[config.mk]
export PLATFORM = sky130hd
export DESIGN_NAME = inst_pc_ctrl
export DESIGN_NICKNAME = d
export VERILOG_FILES = /design/src/rtl/inst_pc_ctrl_pkg.sv /design/src/rtl/inst_pc_ctrl_loop.sv /design/src/rtl/inst_pc_ctrl.sv
export SDC_FILE = /design/constraint.sdc
export NUM_CORES = 1
export LEC_CHECK = 0
export CAP_MARGIN = 20
export CORE_ASPECT_RATIO = 0.9
export CORE_UTILIZATION = 30
export CTS_CLUSTER_DIAMETER = 100
export CTS_CLUSTER_SIZE = 12
export DETAILED_ROUTE_END_ITERATION = 8
export GPL_TIMING_DRIVEN = 0
export SETUP_SLACK_MARGIN = 0.5
export SLEW_MARGIN = 20
export SYNTH_ARGS = -nofsm -noshare
export SYNTH_HDL_FRONTEND = slang
export SYNTH_HIERARCHICAL = 1
export SYNTH_SLANG_ARGS = --single-unit
export TNS_END_PERCENT = 30
[constraint.sdc]
create_clock -name clk_i -period 3.13 [get_ports clk_i]
set_clock_uncertainty 0.15 [all_clocks]
set_input_delay 0.313 -clock clk_i [delete_from_list [all_inputs] [get_ports clk_i]]
set_output_delay 0.313 -clock clk_i [all_outputs]
set_load 0.02 [all_outputs]
[src/rtl/inst_pc_ctrl_pkg.sv]
// inst_pc_ctrl_pkg: shared types and constants
// for the instruction PC sequencer.
package inst_pc_ctrl_pkg;

  typedef enum logic {
    PC_IDLE = 1'b0,
    PC_RUN  = 1'b1
  } pc_state_e;

  localparam int unsigned NumLoopLevels = 3;

  localparam logic [1:0] LOOP_MODE_LINEAR = 2'd0;
  localparam logic [1:0] LOOP_MODE_ONE    = 2'd1;
  localparam logic [1:0] LOOP_MODE_TWO    = 2'd2;
  localparam logic [1:0] LOOP_MODE_THREE  = 2'd3;

endpackage

[src/rtl/inst_pc_ctrl_loop.sv]
// loop_level_cnt: one hardware loop level with
// latched jump/end/count and its iteration counter.
module loop_level_cnt #(
  parameter int unsigned AddrWidth = 5
) (
  input  logic                 clk_i,
  input  logic                 rst_ni,
  input  logic                 load_i,
  input  logic [AddrWidth-1:0] jump_i,
  input  logic [AddrWidth-1:0] end_i,
  input  logic [AddrWidth-1:0] count_i,
  input  logic [AddrWidth-1:0] pc_i,
  input  logic                 inc_i,
  input  logic                 clr_iter_i,
  output logic                 hit_o,
  output logic                 take_jump_o,
  output logic                 exhausted_o,
  output logic [AddrWidth-1:0] jump_o
);

  logic [AddrWidth-1:0] jump_q;
  logic [AddrWidth-1:0] end_q;
  logic [AddrWidth-1:0] cnt_q;
  logic [AddrWidth-1:0] iter_q;
  logic [AddrWidth:0]   iter_nx;

  // One extra bit so iter+1 cannot wrap.
  assign iter_nx     = {1'b0, iter_q}
                     + (AddrWidth+1)'(1);
  assign hit_o       = (pc_i == end_q);
  assign take_jump_o = hit_o
                     && (iter_nx < {1'b0, cnt_q});
  assign exhausted_o = hit_o && !take_jump_o;
  assign jump_o      = jump_q;

  // Config latch, captured on start only.
  always_ff @(posedge clk_i or negedge rst_ni) begin
    if (!rst_ni) begin
      jump_q <= '0;
      end_q  <= '0;
      cnt_q  <= '0;
    end else if (load_i) begin
      jump_q <= jump_i;
      end_q  <= end_i;
      cnt_q  <= count_i;
    end
  end

  // Iteration counter; clear beats increment.
  always_ff @(posedge clk_i or negedge rst_ni) begin
    if (!rst_ni) begin
      iter_q <= '0;
    end else if (clr_iter_i) begin
      iter_q <= '0;
    end else if (inc_i) begin
      iter_q <= iter_q + AddrWidth'(1);
    end
  end

endmodule

[src/rtl/inst_pc_ctrl.sv]
// inst_pc_ctrl: PC sequencer with up to three
// nested hardware loops, stall hold and done pulse.
module inst_pc_ctrl
  import inst_pc_ctrl_pkg::*;
#(
  parameter int unsigned InstMemDepth     = 32,
  parameter int unsigned InstMemAddrWidth =
    $clog2(InstMemDepth)
) (
  input  logic                        clk_i,
  input  logic                        rst_ni,
  input  logic                        start_i,
  input  logic                        clr_i,
  input  logic                        stall_i,
  input  logic [1:0]                  loop_mode_i,
  input  logic [InstMemAddrWidth-1:0] loop_jump_addr1_i,
  input  logic [InstMemAddrWidth-1:0] loop_jump_addr2_i,
  input  logic [InstMemAddrWidth-1:0] loop_jump_addr3_i,
  input  logic [InstMemAddrWidth-1:0] loop_end_addr1_i,
  input  logic [InstMemAddrWidth-1:0] loop_end_addr2_i,
  input  logic [InstMemAddrWidth-1:0] loop_end_addr3_i,
  input  logic [InstMemAddrWidth-1:0] loop_count1_i,
  input  logic [InstMemAddrWidth-1:0] loop_count2_i,
  input  logic [InstMemAddrWidth-1:0] loop_count3_i,
  output logic [InstMemAddrWidth-1:0] inst_pc_o,
  output logic                        inst_valid_o,
  output logic                        busy_o,
  output logic                        done_o
);

  localparam int unsigned AW = InstMemAddrWidth;
  localparam logic [AW-1:0] TopAddr =
    AW'(InstMemDepth - 1);

  pc_state_e state_q, state_d;
  logic [AW-1:0] pc_q, pc_d;
  logic [1:0]    mode_q;
  logic          done_q, done_d;

  logic [AW-1:0] jmp_in [NumLoopLevels];
  logic [AW-1:0] end_in [NumLoopLevels];
  logic [AW-1:0] cnt_in [NumLoopLevels];
  logic [AW-1:0] jmp_lv [NumLoopLevels];

  logic [NumLoopLevels-1:0] lv_hit;
  logic [NumLoopLevels-1:0] lv_take;
  logic [NumLoopLevels-1:0] lv_exh;
  logic [NumLoopLevels-1:0] eval;
  logic [NumLoopLevels-1:0] take;
  logic [NumLoopLevels-1:0] inc;
  logic [NumLoopLevels-1:0] clr_iter;

  logic          adv;
  logic          blocked;
  logic          jump_any;
  logic [AW-1:0] jump_pc;
  logic          fin_hit;
  logic          do_start;
  logic          do_jump;
  logic          do_fin;
  logic          do_step;
  logic          load;

  assign jmp_in[0] = loop_jump_addr1_i;
  assign jmp_in[1] = loop_jump_addr2_i;
  assign jmp_in[2] = loop_jump_addr3_i;
  assign end_in[0] = loop_end_addr1_i;
  assign end_in[1] = loop_end_addr2_i;
  assign end_in[2] = loop_end_addr3_i;
  assign cnt_in[0] = loop_count1_i;
  assign cnt_in[1] = loop_count2_i;
  assign cnt_in[2] = loop_count3_i;

  for (genvar g = 0; g < NumLoopLevels; g++) begin : g_lvl
    loop_level_cnt #(
      .AddrWidth(AW)
    ) u_lvl (
      .clk_i      (clk_i),
      .rst_ni     (rst_ni),
      .load_i     (load),
      .jump_i     (jmp_in[g]),
      .end_i      (end_in[g]),
      .count_i    (cnt_in[g]),
      .pc_i       (pc_q),
      .inc_i      (inc[g]),
      .clr_iter_i (clr_iter[g]),
      .hit_o      (lv_hit[g]),
      .take_jump_o(lv_take[g]),
      .exhausted_o(lv_exh[g]),
      .jump_o     (jmp_lv[g])
    );
  end

  assign adv = (state_q == PC_RUN)
            && !stall_i && !clr_i;

  // Inner-first loop priority; first taken jump wins.
  always_comb begin
    eval    = '0;
    take    = '0;
    blocked = 1'b0;
    jump_pc = '0;
    for (int k = 0; k < NumLoopLevels; k++) begin
      if (k < int'(mode_q) && !blocked) begin
        eval[k] = 1'b1;
        if (lv_take[k]) begin
          take[k] = 1'b1;
          jump_pc = jmp_lv[k];
          blocked = 1'b1;
        end
      end
    end
  end

  assign jump_any = |take;

  // Last instruction of the program for this mode.
  always_comb begin
    fin_hit = 1'b0;
    unique case (mode_q)
      LOOP_MODE_LINEAR: fin_hit = (pc_q == TopAddr);
      LOOP_MODE_ONE:    fin_hit = lv_hit[0];
      LOOP_MODE_TWO:    fin_hit = lv_hit[1];
      LOOP_MODE_THREE:  fin_hit = lv_hit[2];
      default:          fin_hit = 1'b0;
    endcase
  end

  assign do_start = !clr_i && start_i
                 && (state_q == PC_IDLE);
  assign do_jump  = adv && jump_any;
  assign do_fin   = adv && !jump_any && fin_hit;
  assign do_step  = adv && !jump_any && !fin_hit;
  assign load     = do_start;

  // Per-level counter control.
  always_comb begin
    inc      = '0;
    clr_iter = '0;
    for (int k = 0; k < NumLoopLevels; k++) begin
      inc[k]      = do_jump && take[k];
      clr_iter[k] = clr_i || do_start || do_fin
                 || (adv && eval[k] && lv_exh[k]);
    end
  end

  // Next state, PC and done pulse.
  always_comb begin
    state_d = state_q;
    pc_d    = pc_q;
    done_d  = 1'b0;
    unique case (1'b1)
      clr_i: begin
        state_d = PC_IDLE;
        pc_d    = '0;
      end
      do_start: begin
        state_d = PC_RUN;
        pc_d    = '0;
      end
      do_jump: pc_d = jump_pc;
      do_fin: begin
        state_d = PC_IDLE;
        pc_d    = '0;
        done_d  = 1'b1;
      end
      do_step: pc_d = pc_q + AW'(1);
      default: ;
    endcase
  end

  // State, PC, mode latch and done register.
  always_ff @(posedge clk_i or negedge rst_ni) begin
    if (!rst_ni) begin
      state_q <= PC_IDLE;
      pc_q    <= '0;
      mode_q  <= LOOP_MODE_LINEAR;
      done_q  <= 1'b0;
    end else begin
      state_q <= state_d;
      pc_q    <= pc_d;
      done_q  <= done_d;
      if (load) mode_q <= loop_mode_i;
    end
  end

  assign inst_pc_o    = pc_q;
  assign inst_valid_o = (state_q == PC_RUN);
  assign busy_o       = (state_q == PC_RUN);
  assign done_o       = done_q;

endmodule

== Word level (Yosys, flattened, before mapping) ==
Cells that the tools add are included.
Cells by class
  reduce and logical (&&, ||, !) cells: 48
  multiplexer cells: 27
  $lt $le $gt $ge: 6
  add/sub/neg operators: 7
  bitwise gates (word level): 1
  eq/ne operators: 7
Operators by type and width (count)
  $mux W5: 12
  $logic_and A1 B1 Y1: 25
  $add A5 B1 Y5 const B: 4
  $add A5 B1 Y6 const B: 3
  $lt A6 B5 Y1: 3
  $eq A5 B5 Y1: 3
  $pmux W5 S3: 1
  $mux W1: 12
  $logic_not A1 Y1: 9
  $reduce_bool A2 Y1: 4
  $reduce_or A3 Y1: 2
  $eq A5 B5 Y1 const B: 1
  $logic_or A1 B1 Y1: 5
  $eq A2 B2 Y1 const B: 2
  $lt A1 B2 Y1 const A: 2
  $pmux W1 S4: 1
  $reduce_bool A3 Y1: 1
  $eq A2 B1 Y1 const B: 1
  $logic_not A2 Y1: 1
  $lt A2 B2 Y1 const A: 1
  $pmux W1 S2: 1
  $reduce_or A2 Y1: 1
  $not A1 Y1: 1
Storage, ports and cells
  output and inout port bits: 8
  word-level logic and storage cells: 112
  bits of input ports: 52
  register bits: 69

== Longest topological paths before layout ==
Gate-level depths: netlist of run 1.
  depth in word-level cells: 18
  depth in mapped cells: 14

== Hierarchy ==
The synthesis of run 1 kept the hierarchy.
Modules (own cells, without submodules)
  loop_level_cnt: times used 3, area each 1002.2 µm², cells each 84, seq. area each 500.5 µm²
  inst_pc_ctrl: times used 1, area each 789.5 µm², cells each 95, seq. area each 225.2 µm²

== Worst setup path after synthesis of run 1 ==
Ideal clock, no wire load.
  kind: register to register
  start: register g_lvl[0].u_lvl.iter_q[0]
  end: register g_lvl[2].u_lvl.iter_q[0]
  arrival time: 2.848 ns
  stages on the path, launching flop included: 13
  required time: 2.908 ns
  slack: 0.061 ns
  buffers on the path: 1
  cell sequence: dfrtp_1 -> ha_1 -> xor2_1 -> ha_1 -> a21o_1 -> a211oi_2 -> and3_1 -> clkbuf_1 -> a21oi_1 -> o211a_2 -> or3_4 -> a41o_1 -> nor2_1
On the way
  cells in the longest elaborated chain, start to end: 18
  elaborated cells on any way between the ends: 26
  those cells by class: add/sub (1); order compare (1); mux (8); reduce/logical (16)
Ends and longest elaborated chain
  start, declared: RTL line inst_pc_ctrl_loop.sv:24  | logic [AddrWidth-1:0] iter_q;
  start signal, assigned: RTL line inst_pc_ctrl_loop.sv:56  | iter_q <= iter_q + AddrWidth'(1);
  $add A5 B1 Y6 *: RTL line inst_pc_ctrl_loop.sv:29  | + (AddrWidth+1)'(1);
  $lt A6 B5 Y1 *: RTL line inst_pc_ctrl_loop.sv:32  | && (iter_nx < {1'b0, cnt_q});
  $logic_and A1 B1 Y1 *: RTL line inst_pc_ctrl_loop.sv:32
  via lv_take[0]: RTL line inst_pc_ctrl.sv:46  | logic [NumLoopLevels-1:0] lv_take;
  $mux W1 *: RTL line inst_pc_ctrl.sv:106  | if (lv_take[k]) begin
  $mux W1 *: RTL line inst_pc_ctrl.sv:104  | if (k < int'(mode_q) && !blocked) begin
  $logic_not A1 Y1: RTL line inst_pc_ctrl.sv:104
  $logic_and A1 B1 Y1: RTL line inst_pc_ctrl.sv:104
  [... 4 more ...]
  $reduce_or A3 Y1 *: RTL line inst_pc_ctrl.sv:115  | assign jump_any = |take;
  $logic_not A1 Y1 *: RTL line inst_pc_ctrl.sv:132  | assign do_fin = adv && !jump_any && fin_hit;
  $logic_and A1 B1 Y1 * (2 in a row): RTL line inst_pc_ctrl.sv:132
  via do_fin: RTL line inst_pc_ctrl.sv:60  | logic do_fin;
  $logic_or A1 B1 Y1 *: RTL line inst_pc_ctrl.sv:142  | clr_iter[k] = clr_i || do_start || do_fin
  $logic_or A1 B1 Y1 *: RTL line inst_pc_ctrl.sv:143  | || (adv && eval[k] && lv_exh[k]);
  via clr_iter[2]: RTL line inst_pc_ctrl.sv:51  | logic [NumLoopLevels-1:0] clr_iter;
  $mux W5 or $reduce_bool A2 Y1 (tied branches)
  end signal, assigned: RTL line inst_pc_ctrl_loop.sv:56
  end, declared: RTL line inst_pc_ctrl_loop.sv:24
The timed path passes the listed nets; every way through them passes the cells marked *.
A chain may end at the register's enable or synchronous reset.

== Worst setup path after layout of run 1 ==
  start: register g_lvl[0].u_lvl.iter_q[0]
  end: register g_lvl[2].u_lvl.iter_q[2]
The elaborated chain is that of the path after synthesis.

==> run summary, run 1 <==
status: finished clean
Std-Cell Core Area: 0.01217 mm^2
total track usage: 0.1421
RSZ-0062 raised after global routing: yes
max cap viols: 0
first-pass GRT wire length: 13960 um
Synth Area per Inst: 10.94 um^2
Post-synth top flop: dfrtp_1
share of layout cells above drive strength 1: 0.3118
worst hold margin: 0.3010 ns
I/O Buffers: 59
Synth Instances: 347
Final Hold Fails: 0
Leak: 2.241 nW
number of global-route vias before repair: 2761
CTS tree: yes
total wire length: 8898 um
DRT iter0 DRCs: 108
CP arrival: 3.18 ns
kind of end point of the critical path: flip-flop
ANT cells: 0
crit path launch type: flip-flop
grt ovf: 0
Fmax: 326.1 MHz
area delta synth->final: 40.67%
Final GP Congestion: 0.8077
CP Data Required Time: 3.25 ns
# nets final: 514
setup slack, reg-to-reg: 0.06 ns
Relative slew margins: 0.5639
Seq/Total Area, Yosys: 0.4548
Avg WL per Cell: 14.61 um
largest net degree at the start of global routing: 42
synthesis-stage register bit count: 69
crit share post-route: 0.9796
top post-synthesis cells by area: dfrtp_1 45%, mux2_2 10%, ha_1 5.6%
DR vias: 2885
Final WS setup: 0.06370 ns
Post-Place Setup Slack: -0.1843 ns
asr flop ratio synth: 1.000
Root Driver: clkbuf_16
fin util: 0.4387
clk_lat worst skew: 0.33 ns
Placed Area: 0.004643 mm^2
CTS max path bufs: 2
YS warnings: 6
Pwr Density: 462.5 mW/mm^2
First-pass DRT Iterations: 4
slew at the pin with the worst max-slew slack: 0.6491 ns
min Tclk post-route: 3.066 ns
synth unique cells: 43
htree depth: 3
Max VDD drop: 0.0002326 V
die area: 0.01311 mm^2
design area: 0.005340 mm^2
Post-synth EDFFs: 0
detailed-placement wirelength estimate: 6190 um
clock slew at reported path FFs: 0.05 ns
initial antenna violation count: 0
Crit Path Max Fanout: 5
Slew Limit Fails: 0
top cell type's share of synthesized area: 0.4548
Worst Hold Class: in2async
Routed Antenna Nets: 0
syn nets: 416
Core Rows: 38
boundary pin count: 60
Clock Sink Count: 69
Syn Std Cell Area: 0.003796 mm^2
Die X: 120.6 um
critical path class: reg2reg
Power, Total: 0.002470 W
initial core utilization: 0.3119
die height: 108.7 um
CTS buffer count: 9
drc violations: 0
Final setup violation count: 0
drt via density: 4.737
area leader, netlist: dfrtp_1
==> worst paths after layout <==
path	end	start	cells past startpoint
worst min-delay path	g_lvl[0].u_lvl/cnt_q[1]	rst_ni	2
max in group asynchronous	g_lvl[1].u_lvl/iter_q[1]	rst_ni	3
worst min register to register	g_lvl[2].u_lvl/cnt_q[0]	g_lvl[2].u_lvl/cnt_q[0]	1
min in group clk_i	g_lvl[2].u_lvl/cnt_q[0]	g_lvl[2].u_lvl/cnt_q[0]	1
worst max register to register	g_lvl[2].u_lvl/iter_q[2]	g_lvl[0].u_lvl/iter_q[0]	12
worst max-delay path	g_lvl[2].u_lvl/iter_q[2]	g_lvl[0].u_lvl/iter_q[0]	12
==> cell usage after synthesis, types with 2 or more instances <==
master and instances:
buf_4 4, nor3_2 3, buf_2 3, o2111ai_1 3, nand3_2 3, buf_6 4
and2_1 6, a21boi_2 3, mux2i_1 4, o21ai_0 22, inv_1 13, nand3_1 11
dfrtp_1 69, a31oi_1 2, a21boi_0 4, a211oi_1 2, a211oi_2 3, and3b_1 2
mux2_2 35, nor3_1 2, nor2_1 22, xnor2_1 18, a21o_1 6, nor3b_1 2
nor2b_1 5, and3_1 8, nand2_1 28, nand4_1 6, xor2_1 18, clkbuf_1 5
ha_1 17, a221oi_1 2, a22oi_1 2
==> registers in the layout, summed over array words and instances, names as in the netlist <==
| register | flops |
|---|---|
| g_lvl.u_lvl/cnt_q | 15 |
| done_o | 1 |
| g_lvl.u_lvl/iter_q | 15 |
| g_lvl.u_lvl/jump_o | 15 |
| g_lvl.u_lvl/end_q | 15 |
| busy_o | 1 |
| mode_q | 2 |
| inst_pc_o | 5 |
==> routing by layer <==
metal | wire length (um) | part of all wire | track usage
met1 | 4246 | 0.48 | 0.1861
met2 | 4164 | 0.47 | 0.2225
met3 | 365 | 0.041 | 0.04446
met4 | 122 | 0.014 | 0.04762
met5 | 0 | 0 | 0
==> worst max-delay path, stage by stage (launching register included) <==
cell,delay [ns]
dfrtp_2,0.41
ha_4,0.16
nand3_2,0.09
xnor2_2,0.14
ha_1,0.33
a211oi_2,0.30
and3_4,0.24
buf_8,0.11
a211oi_2,0.04
o211a_2,0.27
or3_4,0.37
a41o_4,0.28
nor2_1,0.09
==> timing repair <==
item / in CTS / in global routing
hold buffers: 1 / 0
setup endpoints to repair: 21 / 21
cloned: 1 / 0
gates resized for setup: 13 / 39
hold endpoints to repair: 28 / 0
setup buffers: 13 / 12
pin swaps: 8 / 17
==> cell usage in the layout (no fill, tap or decap), drive strengths merged, types with 3 or more instances in the layout <==
master	synthesis	final
xor2	18	18
a21o	6	6
nand4	6	6
mux2i	4	4
o21ai	22	22
inv	13	13
nand2	28	28
xnor2	18	18
nand3	14	14
clkbuf	5	18
ha	17	17
buf	11	40
o2111ai	3	3
a21boi	7	7
nor2	22	22
dfrtp	69	69
and3	8	8
mux2	35	35
a211oi	5	5
and2	6	6
nor2b	5	5
nor3	5	5
clkdlybuf4s50	0	58
==> cell families (layout without fill, tap and decap cells) <==
| group | count (synthesis) | count (layout) | synth area share |
|---|---|---|---|
| adder cells (fa/ha/maj) | 17 | 17 | 0.05603 |
| flip-flops | 69 | 69 | 0.4548 |
| multiplexers | 40 | 40 | 0.1203 |
| AO/OA/AOI/OAI | 54 | 54 | 0.1015 |
| buffers and inverters | 29 | 131 | 0.04153 |
| AND/OR/NAND/NOR | 102 | 102 | 0.1427 |
| XOR/XNOR | 36 | 36 | 0.08306 |
==> where the power goes <==
part           internal [W]  total (W)  switching [W]
Clock              0.000554   0.000910       0.000356
Combinational      0.000265   0.000475       0.000210
Sequential          0.00101    0.00108      0.0000743
==> metrics by stage <==
stage               std cells  TNS [ns]
finish                    609         0
global route              609   -0.4181
CTS                       597         0
detailed placement        567   -0.8681
global placement          566    -55.95
floorplan                 347         0
==> layout make-up <==
cell class              instances  area [um^2]
well taps                     160        200.2
flip-flops and latches         69         1732
repair buffers                 87        828.3
inverters                      13        48.80
clock inverters                 1        7.507
multi-input cells             249         2137
fillers                      1156         6832
plain buffers                  16        132.6
clock buffers                  14        254.0
(Power assumes the default switching activity.)
==> run 2, diff against run 1 <==
--- a/config.mk
+++ b/config.mk
@@ -12,6 +12,7 @@
 export CTS_CLUSTER_SIZE = 12
 export DETAILED_ROUTE_END_ITERATION = 8
 export GPL_TIMING_DRIVEN = 0
+export RECOVER_POWER = 100
 export SETUP_SLACK_MARGIN = 0.5
 export SLEW_MARGIN = 20
 export SYNTH_ARGS = -nofsm -noshare
==> constraint.sdc (replaced) <==
create_clock -name clk_i -period 3.5 [get_ports clk_i]
set_clock_uncertainty 0.15 [all_clocks]
set_input_delay 0.35 -clock clk_i [delete_from_list [all_inputs] [get_ports clk_i]]
set_output_delay 0.35 -clock clk_i [all_outputs]
set_load 0.02 [all_outputs]
==> run summary, run 2 (same netlist as run 1, synthesis figures left out) <==
status: finished, violations left
failing checks: max-capacitance violations, max-slew violations
CP Data Required Time: 3.61 ns
Pwr Density: 421.8 mW/mm^2
Root Driver: clkbuf_16
critical path class: reg2reg
HP Start: g_lvl[2].u_lvl/cnt_q[0]
CTS tree: yes
number of global-route vias before repair: 2938
Worst R2R Path Depth: 13
kind of end point of the critical path: flip-flop
Leak: 2.151 nW
First-pass DRT Iterations: 4
Power, Total: 0.002134 W
I/O Buffers: 59
highest-count cells in the layout ignoring fill and taps: 64 x dfrtp_1, 49 x clkdlybuf4s50_1, 35 x mux2_2, 28 x nand2_1, 22 x o21ai_0
drc violations: 0
ANT cells: 0
crit path launch: g_lvl[0].u_lvl/iter_q[1]
crit share post-route: 0.9217
share of layout cells above drive strength 1: 0.2362
CTS buffer count: 9
Slew Limit Fails: 35
Final Hold Fails: 0
largest net degree at the start of global routing: 36
DR vias: 2837
Relative slew margins: -0.3156
Core Rows: 38
# nets final: 500
initial core utilization: 0.3119
worst r2r src: g_lvl[0].u_lvl/iter_q[1]
die height: 108.7 um
Routed Antenna Nets: 0
drt via density: 4.760
worst hold margin: 0.3586 ns
slew at the pin with the worst max-slew slack: 1.973 ns
Placed Area: 0.004607 mm^2
area delta synth->final: 33.29%
Worst Hold Class: reg2reg
crit path launch type: flip-flop
Filler cells: 1214
clock slew at reported path FFs: 0.05 ns
max cap viols: 1
Min-Delay Endpoint: g_lvl[2].u_lvl/cnt_q[0]
initial antenna violation count: 0
die area: 0.01311 mm^2
design area: 0.005060 mm^2
Max VDD drop: 0.0002631 V
Final setup violation count: 0
boundary pin count: 60
Final GP Congestion: 0.7776
Die X: 120.6 um
setup slack, reg-to-reg: 0.27 ns
Fmax: 310.0 MHz
htree depth: 3
first-pass GRT wire length: 14190 um
CTS max path bufs: 2
RSZ-0062 raised after global routing: yes
clk_lat worst skew: 0.33 ns
Clock Sink Count: 69
Hold Path Depth: 1
min Tclk post-route: 3.226 ns
total wire length: 8502 um
Avg WL per Cell: 14.27 um
reg2reg end: g_lvl[2].u_lvl/iter_q[1]
commonest non-fill, non-tap cell in the layout: dfrtp_1
CP arrival: 3.33 ns
Crit Path Max Fanout: 5
DRT iter0 DRCs: 141
final setup TNS: 0 ns
Std-Cell Core Area: 0.01217 mm^2
detailed-placement wirelength estimate: 6279 um
grt ovf: 0
total track usage: 0.1396
fin util: 0.4157
## run 2: cell count changes in the layout (fill, tap and decap cells not counted), sizes merged
| cell | change |
|---|---|
| buf | -20 |
| dlygate4sd3 | +9 |
| clkbuf | +6 |
| clkdlybuf4s50 | -9 |
| clkinv | +2 |
| clkinvlp | -1 |
## run 2: area by class of cell
| cell class | count | area, um^2 | share of cell area |
|---|---|---|---|
| Tap cell | 160 | 200.2 | 0.03956 |
| Inverter | 13 | 48.80 | 0.009644 |
| Clock inverter | 2 | 10.01 | 0.001978 |
| Sequential cell | 69 | 1733 | 0.3425 |
| Timing Repair Buffer | 73 | 708.2 | 0.1400 |
| Buffer | 16 | 110.1 | 0.02176 |
| Clock buffer | 14 | 244.0 | 0.04822 |
| Multi-Input combinational cell | 249 | 2006 | 0.3964 |
## run 2: power by group
group	internal [W]	switching, W
combinational	0.000212	0.000170
sequential	0.000904	0.0000618
clock	0.000478	0.000309
total	0.00159	0.000541
## run 2: worst max path at each step
stage	end	depth (start not counted)	slack (ns)
finish	g_lvl[2].u_lvl/iter_q[1]	13	0.27
global route	g_lvl[2].u_lvl/iter_q[4]	13	0.14
CTS	g_lvl[2].u_lvl/iter_q[3]	13	0.37
detailed placement	g_lvl[1].u_lvl/iter_q[4]	13	0.004
global placement	g_lvl[1].u_lvl/end_q[1]	1	-0.44
floorplan	g_lvl[2].u_lvl/iter_q[0]	12	0.52
## run 2: routing by layer
layer,vias up,wire [um],track usage
li1,1386,-,-
met5,-,0,0
met1,1379,4117,0.1841
met4,0,82,0.04233
met3,8,346,0.03661
met2,64,3955,0.2250
## run 2: per-stage QoR
| stage | setup slack [ns] | instances |
|---|---|---|
| after global routing | 0.1425 | 596 |
| after global placement | -0.4398 | 566 |
| after floorplan | 0.5198 | 347 |
| after detailed placement | 0.004329 | 567 |
| final | 0.2742 | 596 |
| after CTS | 0.3693 | 593 |
## run 2: repair_timing
| action | CTS | global route |
|---|---|---|
| hold endpoints to repair | 34 | 0 |
| resized for setup | 19 | 11 |
| hold buffers | 1 | 0 |
| pin swaps | 9 | 1 |
| buffers inserted | 9 | 3 |
| setup endpoints to repair | 20 | 20 |
## run 2: worst max-delay path, stage by stage, from the launching register on
cell and delay, ns:
dfrtp_2 0.41, buf_6 0.12, nand3_4 0.06, xnor2_2 0.13, ha_1 0.31, a21o_1 0.16
a211oi_1 0.35, and3_4 0.28, buf_8 0.11, a21oi_2 0.04, o211a_2 0.27, or3_4 0.36
a41o_4 0.28, nor2_1 0.11
==> run 3, diff against run 2 <==
--- a/config.mk
+++ b/config.mk
@@ -5,15 +5,19 @@
 export SDC_FILE = /design/constraint.sdc
 export NUM_CORES = 1
 export LEC_CHECK = 0
+export ABC_AREA = 1
 export CAP_MARGIN = 20
+export CELL_PAD_IN_SITES_DETAIL_PLACEMENT = 1
+export CELL_PAD_IN_SITES_GLOBAL_PLACEMENT = 2
 export CORE_ASPECT_RATIO = 0.9
 export CORE_UTILIZATION = 30
 export CTS_CLUSTER_DIAMETER = 100
 export CTS_CLUSTER_SIZE = 12
 export DETAILED_ROUTE_END_ITERATION = 8
 export GPL_TIMING_DRIVEN = 0
+export PLACE_DENSITY_LB_ADDON = 0.1
 export RECOVER_POWER = 100
-export SETUP_SLACK_MARGIN = 0.5
+export SETUP_SLACK_MARGIN = 0.2
 export SLEW_MARGIN = 20
 export SYNTH_ARGS = -nofsm -noshare
 export SYNTH_HDL_FRONTEND = slang
==> run summary, run 3 <==
DRT iter0 DRCs: 135
Crit Path Max Fanout: 4
Post-synth top flop: dfrtp_1
final cell count without fillers: 757
synthesis-stage register bit count: 69
Worst R2R Path Depth: 23
crit path launch: g_lvl[0].u_lvl/iter_q[0]
asr flop ratio synth: 1.000
area delta synth->final: 30.43%
area of the multi-input gates: 0.001948 mm^2
boundary pin count: 60
Clock Sink Count: 69
RSZ-0062 raised after global routing: yes
Placed Area: 0.004838 mm^2
Fmax: 321.2 MHz
CP Data Required Time: 3.57 ns
detailed-placement wirelength estimate: 8199 um
min Tclk post-route: 3.113 ns
Power, Total: 0.002314 W
top cell type's share of synthesized area: 0.4298
Leak: 2.573 nW
ANT cells: 0
Seq/Total Area, Yosys: 0.4298
Syn Std Cell Area: 0.004018 mm^2
number of global-route vias before repair: 3647
I/O Buffers: 59
status: finished, violations left
Final WS setup: 0.3868 ns
highest-count cells in the layout ignoring fill and taps: 141 x nand2_1, 87 x inv_1, 68 x dfrtp_1, 49 x clkdlybuf4s50_1, 37 x nor2_1
YS warnings: 6
Die X: 124.0 um
CP arrival: 3.18 ns
commonest non-fill, non-tap cell in the layout: nand2_1
Pwr Density: 441.7 mW/mm^2
CTS buffer count: 9
Post-synth top cells: 144 x nand2_1, 91 x inv_1, 69 x dfrtp_1, 41 x nand3_1, 38 x nor2_1
clock slew at reported path FFs: 0.05 ns
setup slack, reg-to-reg: 0.39 ns
final setup TNS: 0 ns
drc violations: 0
Register Area: 0.001728 mm^2
total track usage: 0.1762
initial antenna violation count: 0
Final GP Congestion: 0.7620
Std-Cell Core Area: 0.01288 mm^2
Filler cells: 1586
max cap viols: 1
first-pass GRT wire length: 18440 um
failing checks: max-capacitance violations, max-slew violations
Avg WL per Cell: 14.58 um
CTS max path bufs: 2
synth unique cells: 26
top post-synthesis cells by area: dfrtp_1 43%, nand2_1 13%, inv_1 8.5%
placed insts: 730
share of layout cells above drive strength 1: 0.1079
area leader, netlist: dfrtp_1
DR vias: 3425
Root Driver: clkbuf_16
slew at the pin with the worst max-slew slack: 1.896 ns
initial core utilization: 0.3119
reg2reg end: g_lvl[1].u_lvl/iter_q[0]
most frequent cell after synthesis: nand2_1
clk_lat worst skew: 0.34 ns
Routed Antenna Nets: 0
drt via density: 4.524
Max VDD drop: 0.0002986 V
Worst Hold Class: reg2reg
total wire length: 11040 um
CTS tree: yes
crit share post-route: 0.8895
die height: 111.8 um
Core Rows: 39
Slew Limit Fails: 30
Synth Area per Inst: 7.940 um^2
kind of end point of the critical path: flip-flop
First-pass DRT Iterations: 4
htree depth: 3
grt ovf: 0
syn nets: 575
# nets final: 658
Final Hold Fails: 0
Post-Place Setup Slack: -0.1792 ns
worst r2r src: g_lvl[0].u_lvl/iter_q[0]
crit path launch type: flip-flop
die area: 0.01386 mm^2
Relative slew margins: -0.2637
largest net degree at the start of global routing: 41
Synth Instances: 506
CP endpoint: g_lvl[1].u_lvl/iter_q[0]
critical path class: reg2reg
Post-synth EDFFs: 0
Final setup violation count: 0
design area: 0.005240 mm^2
-- run 3: cell types whose count changed after synthesis, sizes merged, moves of 6 or more --
cell	previous run	this run
a21boi	7	0
and2	6	0
nand3	14	41
o21ai	22	38
xor2	18	8
nand2	28	145
inv	13	96
and3	8	0
mux2	35	24
a21o	6	0
nor2	22	41
xnor2	18	6
-- run 3: worst min path at each step --
stage | cells after the start | startpoint | slack (ns) | end
2_1_floorplan | 0 | rst_ni | -0.1 | busy_o
3_3_place_gp | 1 | g_lvl[0].u_lvl/cnt_q[0] | 0.32 | g_lvl[0].u_lvl/cnt_q[0]
3_5_place_dp | 1 | rst_ni | 0.19 | g_lvl[0].u_lvl/end_q[2]
4_1_cts | 1 | g_lvl[0].u_lvl/cnt_q[0] | 0.34 | g_lvl[0].u_lvl/cnt_q[0]
5_1_grt | 1 | g_lvl[0].u_lvl/cnt_q[0] | 0.35 | g_lvl[0].u_lvl/cnt_q[0]
6_report | 1 | g_lvl[0].u_lvl/cnt_q[0] | 0.33 | g_lvl[0].u_lvl/cnt_q[0]
-- run 3: cell type report --
cell class                      instances  area share
Buffer                                  7    0.005731
Clock inverter                          2    0.001910
Sequential cell                        69      0.3298
Multi-Input combinational cell        334      0.3718
Tap cell                              164     0.03916
Timing Repair Buffer                   72      0.1351
Inverter                               96     0.06877
Clock buffer                           13     0.04776
-- run 3: timing repair --
| item | in CTS | in global routing |
|---|---|---|
| cloned | 0 | 0 |
| gates resized for setup | 10 | 22 |
| pin swaps | 6 | 8 |
| endpoints found under the setup margin | 15 | 15 |
| hold endpoints to repair | 29 | 0 |
| setup buffers | 8 | 3 |
| hold buffers | 1 | 0 |
-- run 3: kinds of logic (layout without fill, tap and decap cells) --
family	count (synthesis)	after routing	share of synthesized area
AOI/OAI and AO/OA	42	42	0.05512
buffers and inverters	103	190	0.1037
DFF	69	69	0.4298
xor gates and xnor gates	14	14	0.03052
adders and majority gates	17	17	0.05294
muxes	24	24	0.08408
and+or+nand+nor	237	237	0.2439
-- run 3: through the flow --
stage / util / hold slack (ns)
finish: 0.4068 / 0.3299
global route: 0.4068 / 0.3466
CTS: 0.4045 / 0.3379
detailed placement: 0.3756 / 0.1879
global placement: 0.3736 / 0.3213
floorplan: - / -0.09559
-- run 3: worst max-delay path, stage by stage (launching register included) --
cell     delay, ns
dfrtp_1       0.42
buf_6         0.13
nand3_2       0.10
xor2_2        0.17
ha_1          0.29
nand2_1       0.08
nand2_2       0.05
a21oi_1       0.17
nand3_2       0.11
nor2_4        0.14
inv_2         0.05
nand4_1       0.13
inv_1         0.10
nand2_4       0.07
nand2_1       0.07
or2_4         0.26
nand2_1       0.07
inv_2         0.06
nand2_1       0.07
inv_2         0.05
nand2_1       0.08
inv_2         0.06
nand2_1       0.05
o21ai_0       0.07
-- run 3: report_power, final --
part           total (W)  internal, W  switching [W]
clock           0.000832     0.000493       0.000339
sequential       0.00101     0.000921      0.0000862
combinational   0.000476     0.000216       0.000260
-- run 3: routing by layer --
layer  wire, um  track usage  vias up
met2       4946       0.2678       56
met3        423      0.04252       10
li1           -            -     1735
met5          0            0        -
met1       5513       0.2444     1624
met4        152      0.05714        0
